[config.mk]
export PLATFORM = sky130hd
export DESIGN_NAME = noc_port_sink_vc_buffer
export DESIGN_NICKNAME = d
export VERILOG_FILES = /design/src/rtl/noc_port_sink_vc_buffer.sv
export SDC_FILE = /design/constraint.sdc
export NUM_CORES = 1
export LEC_CHECK = 0
export CAP_MARGIN = 20
export CORE_ASPECT_RATIO = 0.5
export CORE_MARGIN = 2
export CORE_UTILIZATION = 42
export CTS_BUF_LIST = sky130_fd_sc_hd__clkbuf_8 sky130_fd_sc_hd__clkbuf_16
export DETAILED_ROUTE_END_ITERATION = 7
export DONT_BUFFER_PORTS = 1
export GPL_TIMING_DRIVEN = 0
export MAX_ROUTING_LAYER = met4
export PLACE_DENSITY_LB_ADDON = 0.25
export SLEW_MARGIN = 0
export SYNTH_ARGS = -nofsm -noshare
export SYNTH_HDL_FRONTEND = slang
export SYNTH_SLANG_ARGS = --single-unit
[constraint.sdc]
create_clock -name clk_network_i -period 3.5 [get_ports clk_network_i]
set_clock_uncertainty 0.15 [all_clocks]
set_input_delay 0.7 -clock clk_network_i [delete_from_list [all_inputs] [get_ports clk_network_i]]
set_output_delay 0.7 -clock clk_network_i [all_outputs]
set_load 0.1 [all_outputs]
[src/rtl/noc_port_sink_vc_buffer.sv]
// Stop&Go link receiver: per-VC FIFOs with exact-credit go flags and a wormhole-aware
// round-robin drain arbiter. Define NOC_PORT_SINK_STATS_EN to enable the accepted-flit counter.
module noc_port_sink_vc_buffer #(
    parameter int NetworkFlitWidth               = 64,
    parameter int NetworkFlitTypeWidth           = 2,
    parameter int NetworkBroadcastWidth          = 1,
    parameter int NetworkVirtualChannelIdWidth   = 1,
    parameter int NetworkNumberOfVirtualChannels = 2,
    parameter int BufferDepth                    = 4,
    parameter logic [NetworkFlitTypeWidth-1:0] TailFlitType       = 2'b10,
    parameter logic [NetworkFlitTypeWidth-1:0] HeaderTailFlitType = 2'b11,
    localparam int NetworkDataWidth = NetworkFlitWidth + NetworkFlitTypeWidth
                                    + NetworkBroadcastWidth + NetworkVirtualChannelIdWidth
) (
    input  logic                                      clk_network_i,
    input  logic                                      rst_network_i,
    input  logic                                      network_valid_i,
    input  logic [NetworkDataWidth-1:0]               network_data_i,
    output logic [NetworkNumberOfVirtualChannels-1:0] network_go_o,
    output logic                                      m_valid_o,
    input  logic                                      m_ready_i,
    output logic [NetworkDataWidth-1:0]               m_data_o,
    output logic                                      overflow_o,
    output logic [31:0]                               stats_flits_o
);

    localparam int DW       = NetworkDataWidth;
    localparam int VCW      = NetworkVirtualChannelIdWidth;
    localparam int NVC      = NetworkNumberOfVirtualChannels;
    localparam int TW       = NetworkFlitTypeWidth;
    localparam int TYPE_LSB = VCW + NetworkBroadcastWidth;
    localparam int PW       = $clog2(BufferDepth);
    localparam int CW       = PW + 1;
    localparam logic [CW-1:0] DEPTH_C = CW'(BufferDepth);

    typedef enum logic [0:0] {
        IDLE   = 1'b0,
        LOCKED = 1'b1
    } arb_state_e;

    logic [DW-1:0]  mem_q    [NVC][BufferDepth];
    logic [PW-1:0]  wr_ptr_q [NVC];
    logic [PW-1:0]  wr_ptr_d [NVC];
    logic [PW-1:0]  rd_ptr_q [NVC];
    logic [PW-1:0]  rd_ptr_d [NVC];
    logic [CW-1:0]  count_q  [NVC];
    logic [CW-1:0]  count_d  [NVC];
    logic [NVC-1:0] go_q;
    logic [NVC-1:0] go_d;
    logic           overflow_q;
    logic           overflow_d;
    arb_state_e     state_q;
    arb_state_e     state_d;
    logic [VCW-1:0] rr_q;
    logic [VCW-1:0] rr_d;
    logic [VCW-1:0] sel_q;
    logic [VCW-1:0] sel_d;

    logic [VCW-1:0] wr_vc_s;
    logic           wr_blocked_s;
    logic           wr_accept_s;
    logic [NVC-1:0] wr_en_s;
    logic [NVC-1:0] rd_en_s;
    logic [DW-1:0]  head_s;
    logic [TW-1:0]  head_type_s;
    logic           head_last_s;
    logic           m_valid_s;
    logic           transfer_s;
    logic           pick_found_s;
    logic [VCW-1:0] pick_vc_s;

    function automatic logic [VCW-1:0] rr_index(input logic [VCW-1:0] base, input int offset);
        rr_index = VCW'((int'(base) + offset) % NVC);
    endfunction

    assign wr_vc_s     = network_data_i[VCW-1:0];
    assign head_s      = mem_q[sel_q][rd_ptr_q[sel_q]];
    assign head_type_s = head_s[TYPE_LSB +: TW];
    assign head_last_s = (head_type_s == TailFlitType) || (head_type_s == HeaderTailFlitType);
    assign m_valid_s   = (count_q[sel_q] != '0);
    assign transfer_s  = m_valid_s && m_ready_i;
    assign wr_accept_s = network_valid_i && !wr_blocked_s;

    // Read strobes: only the registered selection can be drained
    always_comb begin
        rd_en_s = '0;
        for (int v = 0; v < NVC; v++) begin
            rd_en_s[v] = transfer_s && (sel_q == VCW'(v));
        end
    end

    // A write is blocked when the VC id is out of range or the FIFO is full without a same-VC read
    always_comb begin
        wr_blocked_s = 1'b1;
        for (int v = 0; v < NVC; v++) begin
            if (wr_vc_s == VCW'(v)) begin
                wr_blocked_s = (count_q[v] == DEPTH_C) && !rd_en_s[v];
            end else begin
                wr_blocked_s = wr_blocked_s;
            end
        end
    end

    // Per-VC pointer, occupancy and credit next-state
    always_comb begin
        wr_en_s = '0;
        go_d    = '0;
        for (int v = 0; v < NVC; v++) begin
            wr_en_s[v]  = wr_accept_s && (wr_vc_s == VCW'(v));
            wr_ptr_d[v] = wr_en_s[v] ? (wr_ptr_q[v] + PW'(1)) : wr_ptr_q[v];
            rd_ptr_d[v] = rd_en_s[v] ? (rd_ptr_q[v] + PW'(1)) : rd_ptr_q[v];
            case ({wr_en_s[v], rd_en_s[v]})
                2'b10:   count_d[v] = count_q[v] + CW'(1);
                2'b01:   count_d[v] = count_q[v] - CW'(1);
                default: count_d[v] = count_q[v];
            endcase
            go_d[v] = (count_d[v] < DEPTH_C);
        end
    end

    assign overflow_d = overflow_q | (network_valid_i & wr_blocked_s);

    // Arbiter state and round-robin pointer next-state
    always_comb begin
        state_d = state_q;
        rr_d    = rr_q;
        case (state_q)
            IDLE: begin
                if (transfer_s) begin
                    rr_d    = sel_q;
                    state_d = head_last_s ? IDLE : LOCKED;
                end else begin
                    state_d = IDLE;
                end
            end
            LOCKED: begin
                if (transfer_s && head_last_s) begin
                    state_d = IDLE;
                end else begin
                    state_d = LOCKED;
                end
            end
            default: state_d = IDLE;
        endcase
    end

    // Round-robin search over post-edge occupancy so a fresh flit is visible one cycle after its write
    always_comb begin
        pick_found_s = 1'b0;
        pick_vc_s    = sel_q;
        for (int i = 1; i <= NVC; i++) begin
            if (!pick_found_s && (count_d[rr_index(rr_d, i)] != '0)) begin
                pick_found_s = 1'b1;
                pick_vc_s    = rr_index(rr_d, i);
            end else begin
                pick_found_s = pick_found_s;
            end
        end
    end

    // Selection may only move while the output is idle or right after a transfer
    always_comb begin
        sel_d = sel_q;
        if ((!m_valid_s || transfer_s) && (state_d == IDLE) && pick_found_s) begin
            sel_d = pick_vc_s;
        end else begin
            sel_d = sel_q;
        end
    end

    // Control registers
    always_ff @(posedge clk_network_i or posedge rst_network_i) begin
        if (rst_network_i) begin
            wr_ptr_q   <= '{default: '0};
            rd_ptr_q   <= '{default: '0};
            count_q    <= '{default: '0};
            go_q       <= '1;
            overflow_q <= 1'b0;
            state_q    <= IDLE;
            rr_q       <= VCW'(NVC - 1);
            sel_q      <= '0;
        end else begin
            wr_ptr_q   <= wr_ptr_d;
            rd_ptr_q   <= rd_ptr_d;
            count_q    <= count_d;
            go_q       <= go_d;
            overflow_q <= overflow_d;
            state_q    <= state_d;
            rr_q       <= rr_d;
            sel_q      <= sel_d;
        end
    end

    // Flit storage; contents are don't-care until written
    always_ff @(posedge clk_network_i) begin
        for (int v = 0; v < NVC; v++) begin
            if (wr_en_s[v]) begin
                mem_q[v][wr_ptr_q[v]] <= network_data_i;
            end
        end
    end

`ifdef NOC_PORT_SINK_STATS_EN
    logic [31:0] stats_q;
    logic [31:0] stats_d;

    assign stats_d = stats_q + {31'd0, wr_accept_s};

    // Accepted-flit counter, wraps naturally
    always_ff @(posedge clk_network_i or posedge rst_network_i) begin
        if (rst_network_i) begin
            stats_q <= 32'd0;
        end else begin
            stats_q <= stats_d;
        end
    end

    assign stats_flits_o = stats_q;
`else
    assign stats_flits_o = 32'd0;
`endif

    assign network_go_o = go_q;
    assign overflow_o   = overflow_q;
    assign m_valid_o    = m_valid_s;
    assign m_data_o     = m_valid_s ? head_s : '0;

endmodule

* Word level (Yosys, flattened, before mapping)
Memories as Yosys holds them, arrays and structs flattened. Cells that the tools add are included.
Word-level totals: memory bits (writable) 544, output and inout port bits 104, word-level logic and storage cells 119, bits of input ports 72, flip-flop bits (word level) 20, memories kept 1
Cells by class: mux-type cells 40, equal/unequal tests 8, reductions and logical operators 27, bitwise operators 12, magnitude comparators 10, add/subtract/negate cells 10
Memories:
- mem_q | depth 2, bits a word 272, rd ports 1, clocked after memory_dff 0, wr ports 1, line 41 | logic [DW-1:0] mem_q [NVC][BufferDepth];
Operator list (number):
- $mux 272 | 4
- $mux 68 | 5
- $demux 68 s2 | 2
- $reduce_or 272->1 | 1
- $bmux 68 s2 | 1
- $mux 3 | 9
- $logic_and 1x1->1 | 14
- $mux 1 | 13
- $pmux 3 s2 | 2
- $ge 3x3->1 const B | 3
- $not 2->3 | 3
- $reduce_bool 3->1 | 3
- $add 2x1->2 const B | 4
- $eq 2x2->1 const B | 4
- $add 3x1->3 const B | 2
- $eq 3x3->1 const B | 2
- $ge 2x2->1 const B | 3
- $lt 3x1->1 const B | 2
- $lt 3x3->1 const B | 2
- $mux 2 | 3
- $not 1->2 | 3
- $sub 3x1->3 const B | 2
- $logic_not 1->1 | 5
- $eq 2x1->1 const B | 2
- other kinds (8) | 13

* Longest topological paths before layout
Gate-level depths: netlist of the first run.
depth in word-level cells 25, gate-level depth with buffers 14, gate-level depth less buffers 13

* Worst setup path before layout of the first run
OpenSTA, ideal clock, no wires.
kind input -> register, start point in m_ready_i, end point mem mem_q[0][0] (netlist bit) (enable), cell stages on the path 4, library setup time 0.433 ns, data required time 2.917 ns, buffers on the path 0, data arrival time 3.011 ns, slack -0.095 ns, cells stage by stage nand2b_1 nand2_1 nor3b_1 and2_1
On the way: cells in the longest elaborated chain, start to end 12, elaborated cells on any way between the ends 19, those cells by class mux: 7; reduce/logical: 12
RTL lines:
- start: declaration | line 21 | input logic m_ready_i,
- $logic_and 1x1->1 * | line 81 | assign transfer_s = m_valid_s && m_ready_i;
- $logic_and 1x1->1 | line 88 | rd_en_s[v] = transfer_s && (sel_q == VCW'(v));
- $logic_not 1->1 | line 97 | wr_blocked_s = (count_q[v] == DEPTH_C) && !rd_en_s[v];
- $logic_and 1x1->1 | line 97
- $mux 1 * | line 96 | if (wr_vc_s == VCW'(v)) begin
- $logic_not 1->1 * | line 82 | assign wr_accept_s = network_valid_i && !wr_blocked_s;
- $logic_and 1x1->1 * | line 82
- $logic_and 1x1->1 | line 109 | wr_en_s[v] = wr_accept_s && (wr_vc_s == VCW'(v));
- $mux 1 | line 197 | if (wr_en_s[v]) begin
- $mux 272 (not written as such) | line 198 | mem_q[v][wr_ptr_q[v]] <= network_data_i;
- $reduce_or 272->1 (no source line)
- $mux 1 (no source line) or $mux 272 (tied branches)
- end: declaration | line 41
Mark *: on every way between the ends. The rest lies on a longest branch, timed or not.

* Final worst setup path of the first run
start point reg sel_q, end point out m_data_o[5]
On the way: cells in the longest elaborated chain, start to end 9, elaborated cells on any way between the ends 14, those cells by class mux: 10; bitwise: 2; reduce/logical: 1; memory: 1
RTL lines:
- start: declaration | line 56 | logic [VCW-1:0] sel_q;
- start signal: assignment | line 190 | sel_q <= sel_d;
- $not 1->2 (not written as such) | line 77, 80
- $mux 2 (not written as such) (3 in a row) | line 77 | assign head_s = mem_q[sel_q][rd_ptr_q[sel_q]];
- $not 2->3 (not written as such) | line 77
- $bmux 68 s2 | line 77
- $mux 68 (not written as such) (2 in a row) | line 77
- $mux 68 * | line 226 | assign m_data_o = m_valid_s ? head_s : '0;
- end: declaration | line 22 | output logic [NetworkDataWidth-1:0] m_data_o,
Mark *: on every way between the ends. The rest lies on a longest branch, timed or not. The select of a mux whose other input is x is not followed.

==> qor.yml, run 1 <==
post_dp_cell_area_mm2: 0.02431
area_growth_pct: 18.77
io_pins: 176
layout.nets: 1648
worst-path-max-fanout: 10
die_x_um: 333.7
max_freq_mhz: 288.5
finalInstanceArea_mm2: 0.02711
die_y_um: 168.9
grt_pass1_wl_um: 81880
vias_per_cell: 5.525
hpwl_um: 33740
gp_congestion: 0.7801
status: "finished clean"
ys_warn_count: 0
clkSlewWorstSetupHoldPaths_ns: 0.06
ys_types: 42
clockBufferDepth: 3
grt_pass1_vias: 13082
yosys_register_bits: 564
slew-limit-headroom: 0.4044
cts_made_buffers: 53
post-route-min-period_ns: 3.466
ant_nets: 0
syn_area_mm2: 0.02283
drt-total-wl_um: 55810
track_usage: 0.2000
async_reset_ff_frac: 0.03546
arrival_ns: 2.62
rsz0062_at_grt: "true"
endpoint_kind: "primary output"
wl_per_cell_um: 24.14
finalSetupViolCount: 0
grt_overflow: 0
critPathRequiredTime_ns: 2.65
finalCritPeriodShare: 0.9902
hp-class: "primary input to async pin"
coreArea_mm2: 0.05375
clk_latency_ns: 0.58
synth-main-ff-cell: "edfxtp_1"
drc: 0
cap_violations: 0
cts.sinks: 564
h-tree-depth: 2
rows: 60
port_buffers: 0
synth_edf_count: 544
mostFrequentLayoutCell: "edfxtp_1"
critPathKind: "register to primary output"
crit_path_start_kind: "register"
final_cell_mix: "544 x edfxtp_1, 156 x a211oi_1, 137 x mux2i_1"
root_buffer: "clkbuf_16"
start_util: 0.4247
die-area_mm2: 0.05635
synthCells: 1458
vias: 12773
max_slew.worst_pin.slew_ns: 0.8933
holdWs_ns: 0.01822
drive_gt1_frac: 0.2270
synth_seq_area_share: 0.7377
diodes: 0
drt_iter0_markers: 1080
finalHoldViolCount: 0
slew_violations: 0
syn_area_per_cell_um2: 15.66
ctsHoldBuffers: 0
grt_start_max_net_pins: 50
antenna_found_initial: 0
tritoncts: "done"
firstDrtPassIters: 6
critical path, stage by stage, from the launching register on:
cell and delay (ns):
dfrtp_1 0.40, buf_12 0.16, mux2i_4 0.20, buf_6 0.16, buf_4 0.14, clkbuf_16 0.18, a211oi_4 0.18, a21oi_2 0.07
nor2_4 0.53
through the flow:
step / setup TNS (ns) / std cells / worst slack (ns) / util
floorplan: 0 / 1489 / 0.03943 / -
global route: -0.4927 / 2312 / -0.04577 / 0.5044
finish: 0 / 2312 / 0.03425 / 0.5044
detailed placement: -35.58 / 2213 / -0.6530 / 0.4523
global placement: -243.34 / 2202 / -1.411 / 0.4465
CTS: -0.3281 / 2309 / -0.06954 / 0.4975
Yosys cell counts, types with 2 or more instances:
cell type  instances  area [um2]
nor3_1             2       10.01
dfstp_2            3       78.83
clkbuf_1          56       210.2
buf_1              7       26.28
xnor2_1            7       61.31
mux2_2             2       22.52
xor2_1             4       35.03
nand2b_1           2       12.51
mux2i_1          138        1381
and2_1             8       50.05
dfrtp_1           17       425.4
fa_1               2       40.04
a21oi_1          134       670.6
mux4_2             2       45.04
a211oi_1         201        1509
edfxtp_1         544       16340
inv_1             17       63.81
nor3b_1            2       15.01
buf_2             33       165.2
nor2_1            71       266.5
ha_1              10       125.1
buf_4             32       240.2
o21ai_0            4       20.02
nand2_1            8       30.03
nor2b_1          135       844.6
cell families (layout without fill, tap and decap cells):
kind of cell / after synthesis / after routing / share of synthesized area
flip-flops: 564 / 564 / 0.7377
XOR/XNOR: 11 / 11 / 0.004220
buffers and inverters: 147 / 257 / 0.03157
AO/OA/AOI/OAI: 346 / 346 / 0.09899
other: 1 / 32 / 0.0001643
adder cells (fa/ha/maj): 12 / 12 / 0.007235
AND/OR/NAND/NOR: 234 / 234 / 0.05602
multiplexers: 143 / 143 / 0.06413
repair_timing:
item / CTS / global route
buffers inserted: 8 / 5
resized for setup: 268 / 99
pin swaps: 39 / 74
endpoints found under the setup margin: 68 / 62
registers in the layout, summed over array words and instances (netlist names):
name          count
mem_q           544
network_go_o      2
overflow_o        1
sel_q             1
count_q           6
state_q           1
rr_q              1
rd_ptr_q          4
wr_ptr_q          4
path summary, 6_finish.rpt:
kind                                     start                      end  slack (ns)  depth (start not counted)
setup / recovery             sel_q$_DFFE_PP0P_              m_data_o[5]        0.03                          8
hold / removal                   rst_network_i  wr_ptr_q[3]$_DFFE_PP0P_        0.02                          1
setup reg to reg             sel_q$_DFFE_PP0P_        sel_q$_DFFE_PP0P_        0.22                         16
hold reg to reg              state_q$_DFF_PP0_        state_q$_DFF_PP0_        0.38                          1
max in group asynchronous        rst_network_i        sel_q$_DFFE_PP0P_        2.69                          1
min in group clk_network_i  network_data_i[67]  mem_q[1][203]$_DFFE_PP_        0.06                          0
metal layers:
metal / part of all wire / global-route usage / vias to the layer above
li1: - / - / 5774
met1: 0.43 / 0.2586 / 6531
met2: 0.49 / 0.3298 / 380
met3: 0.059 / 0.03528 / 88
met4: 0.021 / 0.05190 / 0
met5: 0 / - / -
area by class of cell:
| class | instances | area (um2) |
|---|---|---|
| fillers | 4361 | 26640 |
| flip-flops and latches | 564 | 16840 |
| multi-input cells | 778 | 6336 |
| clock buffers | 53 | 1326 |
| plain buffers | 125 | 1110 |
| well taps | 713 | 892.1 |
| repair buffers | 24 | 396.6 |
| clock inverters | 37 | 143.9 |
| inverters | 18 | 67.56 |
Power of run 1 is not shown: default switching activity piles up to over one toggle a cycle in this logic, so the estimate is an artifact.
==> run 2: changes to the inputs <==
==> constraint.sdc (replaced) <==
create_clock -name clk_network_i -period 4.4 [get_ports clk_network_i]
set_clock_uncertainty 0.15 [all_clocks]
set_input_delay 0.88 -clock clk_network_i [delete_from_list [all_inputs] [get_ports clk_network_i]]
set_output_delay 0.88 -clock clk_network_i [all_outputs]
set_load 0.1 [all_outputs]
==> qor.yml, run 2 (synthesized netlist as in run 1, its figures left out) <==
firstDrtPassIters: 5  # was 6
drt_iter0_markers: 1102  # was 1,080
clockBufferDepth: 3  # unchanged
grt_start_max_net_pins: 51  # was 50
cap_violations: 0  # unchanged
n_fill_cell: 4449  # was 4,361
cts.sinks: 564  # unchanged
multi_input_area_mm2: 0.005912  # was 0.006336 mm2
wl_per_cell_um: 23.58  # was 24.14 um
critPathRequiredTime_ns: 3.37  # was 2.65 ns
die_x_um: 333.7  # unchanged
hpwl_um: 33500  # was 33,740 um
slew_violations: 0  # unchanged
drc: 0  # unchanged
setup_slack_ns: 0.1023  # was 0.03425 ns
rows: 60  # unchanged
clk_latency_ns: 0.58  # about the same
slew-limit-headroom: 0.2928  # was 0.4044
dp_slack_ns: 0.09362  # was -0.6530 ns
ant_nets: 0  # unchanged
regToRegEndpoint: "sel_q$_DFFE_PP0P_"  # unchanged
track_usage: 0.1952  # was 0.2000
mostFrequentLayoutCell: "edfxtp_1"  # unchanged
gp_congestion: 0.7673  # was 0.7801
endpoint_kind: "primary output"  # unchanged
arrival_ns: 3.27  # was 2.62 ns
status: "finished clean"  # unchanged
cts_setup_buffers: 0  # was 8
grt_overflow: 0  # unchanged
reg2reg_slack_ns: 0.97  # was 0.22 ns
grtUsageMet2: 0.3324  # was 0.3298
layout.nets: 1640  # was 1,648
grt_pass1_vias: 12736  # was 13,082
coreArea_mm2: 0.05375  # unchanged
finalCritPeriodShare: 0.9768
fin_util: 0.4888  # was 0.5044
hp-class: "primary input to async pin"  # unchanged
grtUsageMet3: 0.03345  # was 0.03528
finalHoldViolCount: 0  # unchanged
largest_reg_flops: 544  # unchanged
r2r_cells: 14  # was 16
grt_pass1_wl_um: 79740  # was 81,880 um
max_slew.worst_pin.slew_ns: 1.060  # was 0.8933 ns
die-area_mm2: 0.05635  # unchanged
grt_use_met1: 0.2469  # was 0.2586
area_growth_pct: 15.10  # was 18.77%
finalSetupViolCount: 0  # unchanged
r2r-start: "count_q[0]$_DFF_PP0_"  # was sel_q$_DFFE_PP0P_
ctsHoldBuffers: 0  # unchanged
cts_made_buffers: 51  # was 53
io_pins: 176  # unchanged
h-tree-depth: 2  # unchanged
max_freq_mhz: 232.7
vias: 12685  # was 12,773
worst-path-max-fanout: 10  # unchanged
tritoncts: "done"  # unchanged
critPathKind: "register to primary output"  # unchanged
drive_gt1_frac: 0.1560  # was 0.2270
grt-busiest-layer: "met2"  # unchanged
post-route-min-period_ns: 4.298
clkSlewWorstSetupHoldPaths_ns: 0.07  # was 0.06 ns
seqCellArea_mm2: 0.01684  # unchanged
diodes: 0  # unchanged
root_buffer: "clkbuf_16"  # unchanged
antenna_found_initial: 1  # was 0
die_y_um: 168.9  # unchanged
crit_start: "sel_q$_DFFE_PP0P_"  # unchanged
start_util: 0.4247  # unchanged
crit_path_start_kind: "register"  # unchanged
vias_per_cell: 5.494  # was 5.525
final_cell_mix: "544 x edfxtp_1, 201 x a211oi_1, 137 x mux2i_1"  # was 544 x edfxtp_1, 156 x a211oi_1, 137 x mux2i_1
port_buffers: 0  # unchanged
drt-total-wl_um: 54440  # was 55,810 um
endpoint: "m_data_o[14]"  # was m_data_o[5]
[run 2: worst min-delay path by stage]
stage	end	slack, ns	depth (start not counted)
after floorplan	rd_ptr_q[3]$_DFFE_PP0P_	0.34	1
after global placement	rd_ptr_q[3]$_DFFE_PP0P_	0.36	1
after detailed placement	state_q$_DFF_PP0_	0.37	1
after CTS	rd_ptr_q[1]$_DFFE_PP0P_	0.20	1
after global routing	mem_q[0][175]$_DFFE_PP_	0.21	0
final	sel_q$_DFFE_PP0P_	0.18	1
[run 2: repair_timing]
item	CTS	global route
pin swaps	8	2
endpoints found under the setup margin	65	59
gates resized for setup	82	9
[run 2: cell type report]
| cell class | instances | area share |
|---|---|---|
| sequential | 564 | 0.6409 |
| multi-input combinational | 778 | 0.2250 |
| clock buffer | 51 | 0.04857 |
| tap | 713 | 0.03395 |
| buffer | 129 | 0.02581 |
| timing repair buffer | 14 | 0.01205 |
| clock inverter | 42 | 0.01114 |
| inverter | 18 | 0.002571 |
[run 2: critical path, stage by stage (launching register included)]
cell and delay (ns):
dfrtp_1 0.38, clkbuf_4 0.30, mux2i_4 0.38, buf_6 0.19, buf_2 0.33, buf_2 0.35
a21oi_1 0.21, nor2_4 0.52
[run 2: per-layer routing]
metal  share of wire  routed length [um]
met3           0.056                3056
met4           0.018                 996
met5               0                   0
met2            0.51               27510
met1            0.42               22880
[run 2: per-stage QoR]
stage	area, um2	setup TNS, ns	hold WS (ns)	instances
4_1_cts	26230	0	0.1956	2306
2_1_floorplan	22940	0	0.3427	1489
6_report	26280	0	0.1826	2309
5_1_grt	26280	-0.2003	0.2067	2309
3_5_place_dp	24300	0	0.3662	2213
3_3_place_gp	23840	-568.21	0.3562	2202
Power of run 2 is left out for the same reason.
